`src/rtl/bin2bcd_pkg.sv`:
```
// Shared types and constants for the sequential binary-to-BCD converter.
package bin2bcd_pkg;

    // Conversion sequencer states.
    typedef enum logic [1:0] {
        IDLE  = 2'd0,
        SHIFT = 2'd1,
        DONE  = 2'd2
    } state_e;

    // Bits per BCD digit and the shift-and-add-3 correction rule.
    localparam int BCD_W      = 4;
    localparam int ADJ_THRESH = 5;
    localparam int ADJ_ADD    = 3;

    // Width of the bit counter: it must hold the value WIDTH itself.
    function automatic int cnt_width(input int width);
        return $clog2(width + 1);
    endfunction

    // True when DIGITS decimal digits can represent every WIDTH-bit value.
    function automatic bit digits_ok(input int width, input int digits);
        longint unsigned max_v;
        longint unsigned pow_v;
        max_v = (64'd1 << width) - 64'd1;
        pow_v = 64'd1;
        for (int i = 0; i < digits; i++) begin
            if (pow_v > max_v) return 1'b1;
            pow_v = pow_v * 64'd10;
        end
        return (pow_v > max_v);
    endfunction

endpackage

```
`src/rtl/bcd_digit_adj.sv`:
```
// One BCD digit correction: add 3 when the digit is 5 or more, no carry out.
module bcd_digit_adj
    import bin2bcd_pkg::*;
(
    input  logic [BCD_W-1:0] digit_i,
    output logic [BCD_W-1:0] digit_o
);

    // Pre-shift correction so the following doubling carries into the next digit.
    always_comb begin
        digit_o = digit_i;
        if (digit_i >= BCD_W'(ADJ_THRESH)) begin
            digit_o = digit_i + BCD_W'(ADJ_ADD);
        end
    end

endmodule

```
`src/rtl/bin2bcd_seq.sv`:
```
// Sequential binary-to-BCD converter (double dabble), one input bit per clock.
// Optional macro BIN2BCD_SIGNED_EN: input is two's complement, magnitude is
// converted and the sign is reported on the extra 'neg' output.
module bin2bcd_seq
    import bin2bcd_pkg::*;
#(
    parameter int WIDTH  = 8,
    parameter int DIGITS = 3
) (
    input  logic                      clk,
    input  logic                      reset,
    input  logic                      start,
    input  logic [WIDTH-1:0]          bin,
    output logic                      busy,
    output logic                      done,
    output logic [BCD_W*DIGITS-1:0]   bcd
`ifdef BIN2BCD_SIGNED_EN
    ,
    output logic                      neg
`endif
);

    localparam int CNT_W = cnt_width(WIDTH);
    localparam int ACC_W = BCD_W * DIGITS;

    // Reject configurations that cannot hold the largest input.
    if (WIDTH < 2 || WIDTH > 32) begin : g_bad_width
        $error("bin2bcd_seq: WIDTH must be within 2..32");
    end
    if (!digits_ok(WIDTH, DIGITS)) begin : g_bad_digits
        $error("bin2bcd_seq: DIGITS too small for WIDTH");
    end

    state_e               state_q, state_d;
    logic [WIDTH-1:0]     sr_q, sr_d;
    logic [ACC_W-1:0]     acc_q, acc_d;
    logic [ACC_W-1:0]     acc_adj;
    logic [CNT_W-1:0]     cnt_q, cnt_d;
    logic [ACC_W-1:0]     bcd_q, bcd_d;
    logic                 done_q, done_d;
    logic [WIDTH-1:0]     bin_mag;

`ifdef BIN2BCD_SIGNED_EN
    logic                 sign_q, sign_d;
    logic                 neg_q, neg_d;

    // Magnitude as WIDTH unsigned bits, so the most negative value maps to 2^(WIDTH-1).
    assign bin_mag = bin[WIDTH-1] ? (~bin + WIDTH'(1)) : bin;
    assign neg     = neg_q;
`else
    assign bin_mag = bin;
`endif

    // Every digit is corrected in parallel before each shift.
    for (genvar g = 0; g < DIGITS; g++) begin : g_adj
        bcd_digit_adj u_adj (
            .digit_i (acc_q[BCD_W*g +: BCD_W]),
            .digit_o (acc_adj[BCD_W*g +: BCD_W])
        );
    end

    // Next-state and datapath: accept in IDLE, shift WIDTH times, publish in DONE.
    always_comb begin
        state_d = state_q;
        sr_d    = sr_q;
        acc_d   = acc_q;
        cnt_d   = cnt_q;
        bcd_d   = bcd_q;
        done_d  = 1'b0;
`ifdef BIN2BCD_SIGNED_EN
        sign_d  = sign_q;
        neg_d   = neg_q;
`endif
        case (state_q)
            IDLE: begin
                if (start) begin
                    sr_d    = bin_mag;
                    acc_d   = '0;
                    cnt_d   = CNT_W'(WIDTH);
`ifdef BIN2BCD_SIGNED_EN
                    sign_d  = bin[WIDTH-1];
`endif
                    state_d = SHIFT;
                end
            end
            SHIFT: begin
                // The bit leaving the top digit is always zero and is dropped.
                {acc_d, sr_d} = {acc_adj[ACC_W-2:0], sr_q, 1'b0};
                cnt_d = cnt_q - CNT_W'(1);
                if (cnt_q == CNT_W'(1)) begin
                    state_d = DONE;
                end
            end
            DONE: begin
                bcd_d   = acc_q;
                done_d  = 1'b1;
`ifdef BIN2BCD_SIGNED_EN
                neg_d   = sign_q;
`endif
                state_d = IDLE;
            end
            default: begin
                state_d = IDLE;
            end
        endcase
    end

    // State and datapath registers, cleared asynchronously.
    always_ff @(posedge clk or posedge reset) begin
        if (reset) begin
            state_q <= IDLE;
            sr_q    <= '0;
            acc_q   <= '0;
            cnt_q   <= '0;
            bcd_q   <= '0;
            done_q  <= 1'b0;
`ifdef BIN2BCD_SIGNED_EN
            sign_q  <= 1'b0;
            neg_q   <= 1'b0;
`endif
        end else begin
            state_q <= state_d;
            sr_q    <= sr_d;
            acc_q   <= acc_d;
            cnt_q   <= cnt_d;
            bcd_q   <= bcd_d;
            done_q  <= done_d;
`ifdef BIN2BCD_SIGNED_EN
            sign_q  <= sign_d;
            neg_q   <= neg_d;
`endif
        end
    end

    assign busy = (state_q != IDLE);
    assign done = done_q;
    assign bcd  = bcd_q;

endmodule

```
`config.mk`:
```
export PLATFORM = sky130hd
export DESIGN_NAME = bin2bcd_seq
export DESIGN_NICKNAME = d
export VERILOG_FILES = /design/src/rtl/bin2bcd_pkg.sv /design/src/rtl/bcd_digit_adj.sv /design/src/rtl/bin2bcd_seq.sv
export SDC_FILE = /design/constraint.sdc
export NUM_CORES = 1
export LEC_CHECK = 0
export BUFFER_PORTS_ARGS = -buffer_cell sky130_fd_sc_hd__buf_2
export CORE_MARGIN = 3
export CORE_UTILIZATION = 25
export CTS_BUF_LIST = sky130_fd_sc_hd__clkbuf_4 sky130_fd_sc_hd__clkbuf_8 sky130_fd_sc_hd__clkbuf_16
export DETAILED_ROUTE_END_ITERATION = 8
export GPL_TIMING_DRIVEN = 0
export PLACE_DENSITY = 0.37
export SETUP_SLACK_MARGIN = 0.5
export SYNTH_ARGS = -nofsm -noshare
export SYNTH_HDL_FRONTEND = slang
export SYNTH_SLANG_ARGS = --single-unit
```
`constraint.sdc`:
```
create_clock -name clk -period 1.8 [get_ports clk]
set_clock_uncertainty 0.05 [all_clocks]
set_input_delay 0.36 -clock clk [delete_from_list [all_inputs] [get_ports clk]]
set_output_delay 0.36 -clock clk [all_outputs]
set_load 0.1 [all_outputs]
```
==> results.toml <==
[synthesis]
yosysUniqueCellTypes = 26
netlist_area_sq_um = 1830
yosys.area_share.simple_pct = 12.3
synth_fa_ha_area_share_pct = 5.48
synthCells = 172
synth_top_family_by_area = "compound AO/OA/AOI/OAI gates"
synth_xor_xnor_area_share_pct = 1.92
synth-seq-cells = 39
syn_avg_cell_area_sq_um = 10.6
syn_nets = 191
synthMuxAreaShare_pct = 9.79
synth_compound_area_share_pct = 12.7
yosysWarningCount = 0
ys_seq_area_share_pct = 53.4

[critical_path]
cp_cell_sequence = "buf_6, buf_8, or2_4, buf_12"
path_max_fanout = 4
r2r_cells = 7
path_class = "flop to output pin"
timing.rr.start = "state_q[1]$_DFFE_PP0P_"
start_kind = "flop"
arrival_ps = 1350
rr_endpoint = "bcd[4]$_DFFE_PP0P_"
endpoint_kind = "output pin"
reg2reg_slack_ps = 150
cp.required_ps = 1390
slowest_delay_ps = 430
cpMaxStageDelayCell = "dfrtp_1"

[floorplanning]
rows = 30
dieArea_sq_um = 8370
io_pins = 25
die_w_um = 91.5
die_h_um = 91.5
initial_utilization_pct = 26.3
core_area_sq_um = 6940

[clocking]
clock-sinks = 39
clock_latency_ps = 290
cts_tree = "built"
cts-htree-levels = 2
clk_pin_slew_ps = 80
root_buffer = "clkbuf_8"
cts_buffers = 5
cts_buffer_depth = 2

[sta]
rsz0062_at_grt = "yes"
slew_headroom_pct = 43.0
max_freq_mhz = 567
post-route-period-util_pct = 98.1
worst-slew-pin-transition_ps = 854
slew_violations = 0
setup_viol = 0
min_period_ps = 1760
hold_violations = 0

[layout]
drive_above_1_share_pct = 66.8
design_area_sq_um = 3260
antenna_cells = 0
fin_nets = 259
multi_input_area_sq_um = 1160
syn_to_final_growth_pct = 78.4
ff_latch_area_sq_um = 991
fin_cells = 337
nFillCells = 637
final_common_cell = "dfrtp_1"
fin_util_pct = 47.0
most-common-layout-cells = "dfrtp_1, buf_4, buf_12"

[grt]
overflow = 0
antenna_found_initial = 0
track_usage_pct = 11.4
grt_pass1_wl_mm = 7.48
grt_max_degree = 40
grt_pass1_vias = 1566

[routing]
vias = 1512
remaining_drc_errors = 0
drt_pass1_iterations = 3
drtIter0Drc = 21
drt-wirelength-per-cell_um = 14.5
drtAntennaViolNets = 0
via_per_inst = 4.49
routed_wl_mm = 4.87

[placed_design]
post-place-cells = 292
io_buffers = 24
place.gp.congestion = 0.730
detailed_place.area_sq_um = 2220
dp_hpwl_mm = 2.73

[run]
cap_violations = 0

[run_status]
status = "complete, no violations"

[worst_hold_path]
hold_class = "primary input to asynchronous set/reset pin"
==> per-layer routing <==
layer  GRT usage [%]  part of all wire [%]  routed length, um
met1            13.6                    42               2030
met2            18.7                    53               2600
met3            3.07                   3.0                144
met5               0                     0                  0
met4            5.53                   2.1                102
==> kinds of logic (layout without fill, tap and decap cells) <==
kind of cell / after synthesis / count (layout)
compound gates: 43 / 43
xor+xnor: 4 / 4
fa+ha+maj: 8 / 8
buf+inv: 19 / 88
flops: 39 / 39
mux: 16 / 16
simple gates: 43 / 43
==> metrics by stage <==
step / hold WS (ps) / TNS, ps / worst slack [ps]
6_report: 186 / 0 / 35.1
5_1_grt: 276 / -6.92 / -6.92
4_1_cts: 221 / 0 / 27.4
3_5_place_dp: 431 / 0 / 162
3_3_place_gp: 425 / -6010 / -243
2_1_floorplan: 406 / 0 / 375
==> cell usage after synthesis <==
cell type	number	area, sq um
or2_2	1	6.26
o22ai_1	7	43.8
buf_4	1	7.51
or2_1	1	6.26
xor2_1	1	8.76
a31oi_1	1	6.26
o32ai_1	1	8.76
o21ai_1	9	45.0
xnor2_1	3	26.3
ha_1	8	100
nor3b_1	8	60.1
mux2_2	15	169
a21oi_1	13	65.1
dfrtp_1	39	976
nand2_1	16	60.1
and2b_4	1	10.0
nand3b_1	1	7.51
mux2i_1	1	10.0
nor2_1	6	22.5
nand2b_1	5	31.3
o21ai_0	11	55.1
inv_1	11	41.3
nor3_1	4	20.0
buf_2	5	25.0
a22o_1	1	8.76
clkbuf_1	2	7.51
==> worst max path at each step <==
stage	from	end	slack [ps]
final	state_q[0]$_DFFE_PP0P_	busy	40
after global routing	state_q[0]$_DFFE_PP0P_	busy	-7
after floorplan	state_q[0]$_DFFE_PP0P_	busy	380
after CTS	state_q[0]$_DFFE_PP0P_	busy	30
after global placement	reset	bcd[4]$_DFFE_PP0P_	-240
after detailed placement	state_q[1]$_DFFE_PP0P_	busy	160
==> sequential cells by signal (all words and copies together) (netlist names) <==
register,flops
cnt_q,4
done,1
sr_q,8
bcd,12
acc_q,12
state_q,2
==> area by class of cell <==
type,instances,area share [%]
Inverter,11,1.27
Clock buffer,6,2.53
Clock inverter,2,1.07
Sequential cell,39,30.4
Buffer,8,3.38
Tap cell,96,3.68
Multi-Input combinational cell,114,35.7
Timing Repair Buffer,61,22.0
==> timing repair <==
item,4_1_cts,5_1_grt
endpoints found under the setup margin,46,51
pin swaps,8,10
setup buffers,19,15
hold endpoints to repair,0,0
gates cloned,1,2
hold buffers,0,0
gates resized for setup,55,99
==> critical path: cells and delay by family, from the launching register on <==
family | cells | cell delay (ps)
flip-flops | 1 | 430
buffers and inverters | 3 | 410
AND/OR/NAND/NOR | 1 | 230
Power is left out: the tool's default activity adds up to more than one toggle a clock period on the data nets, which glitch-free logic cannot reach.
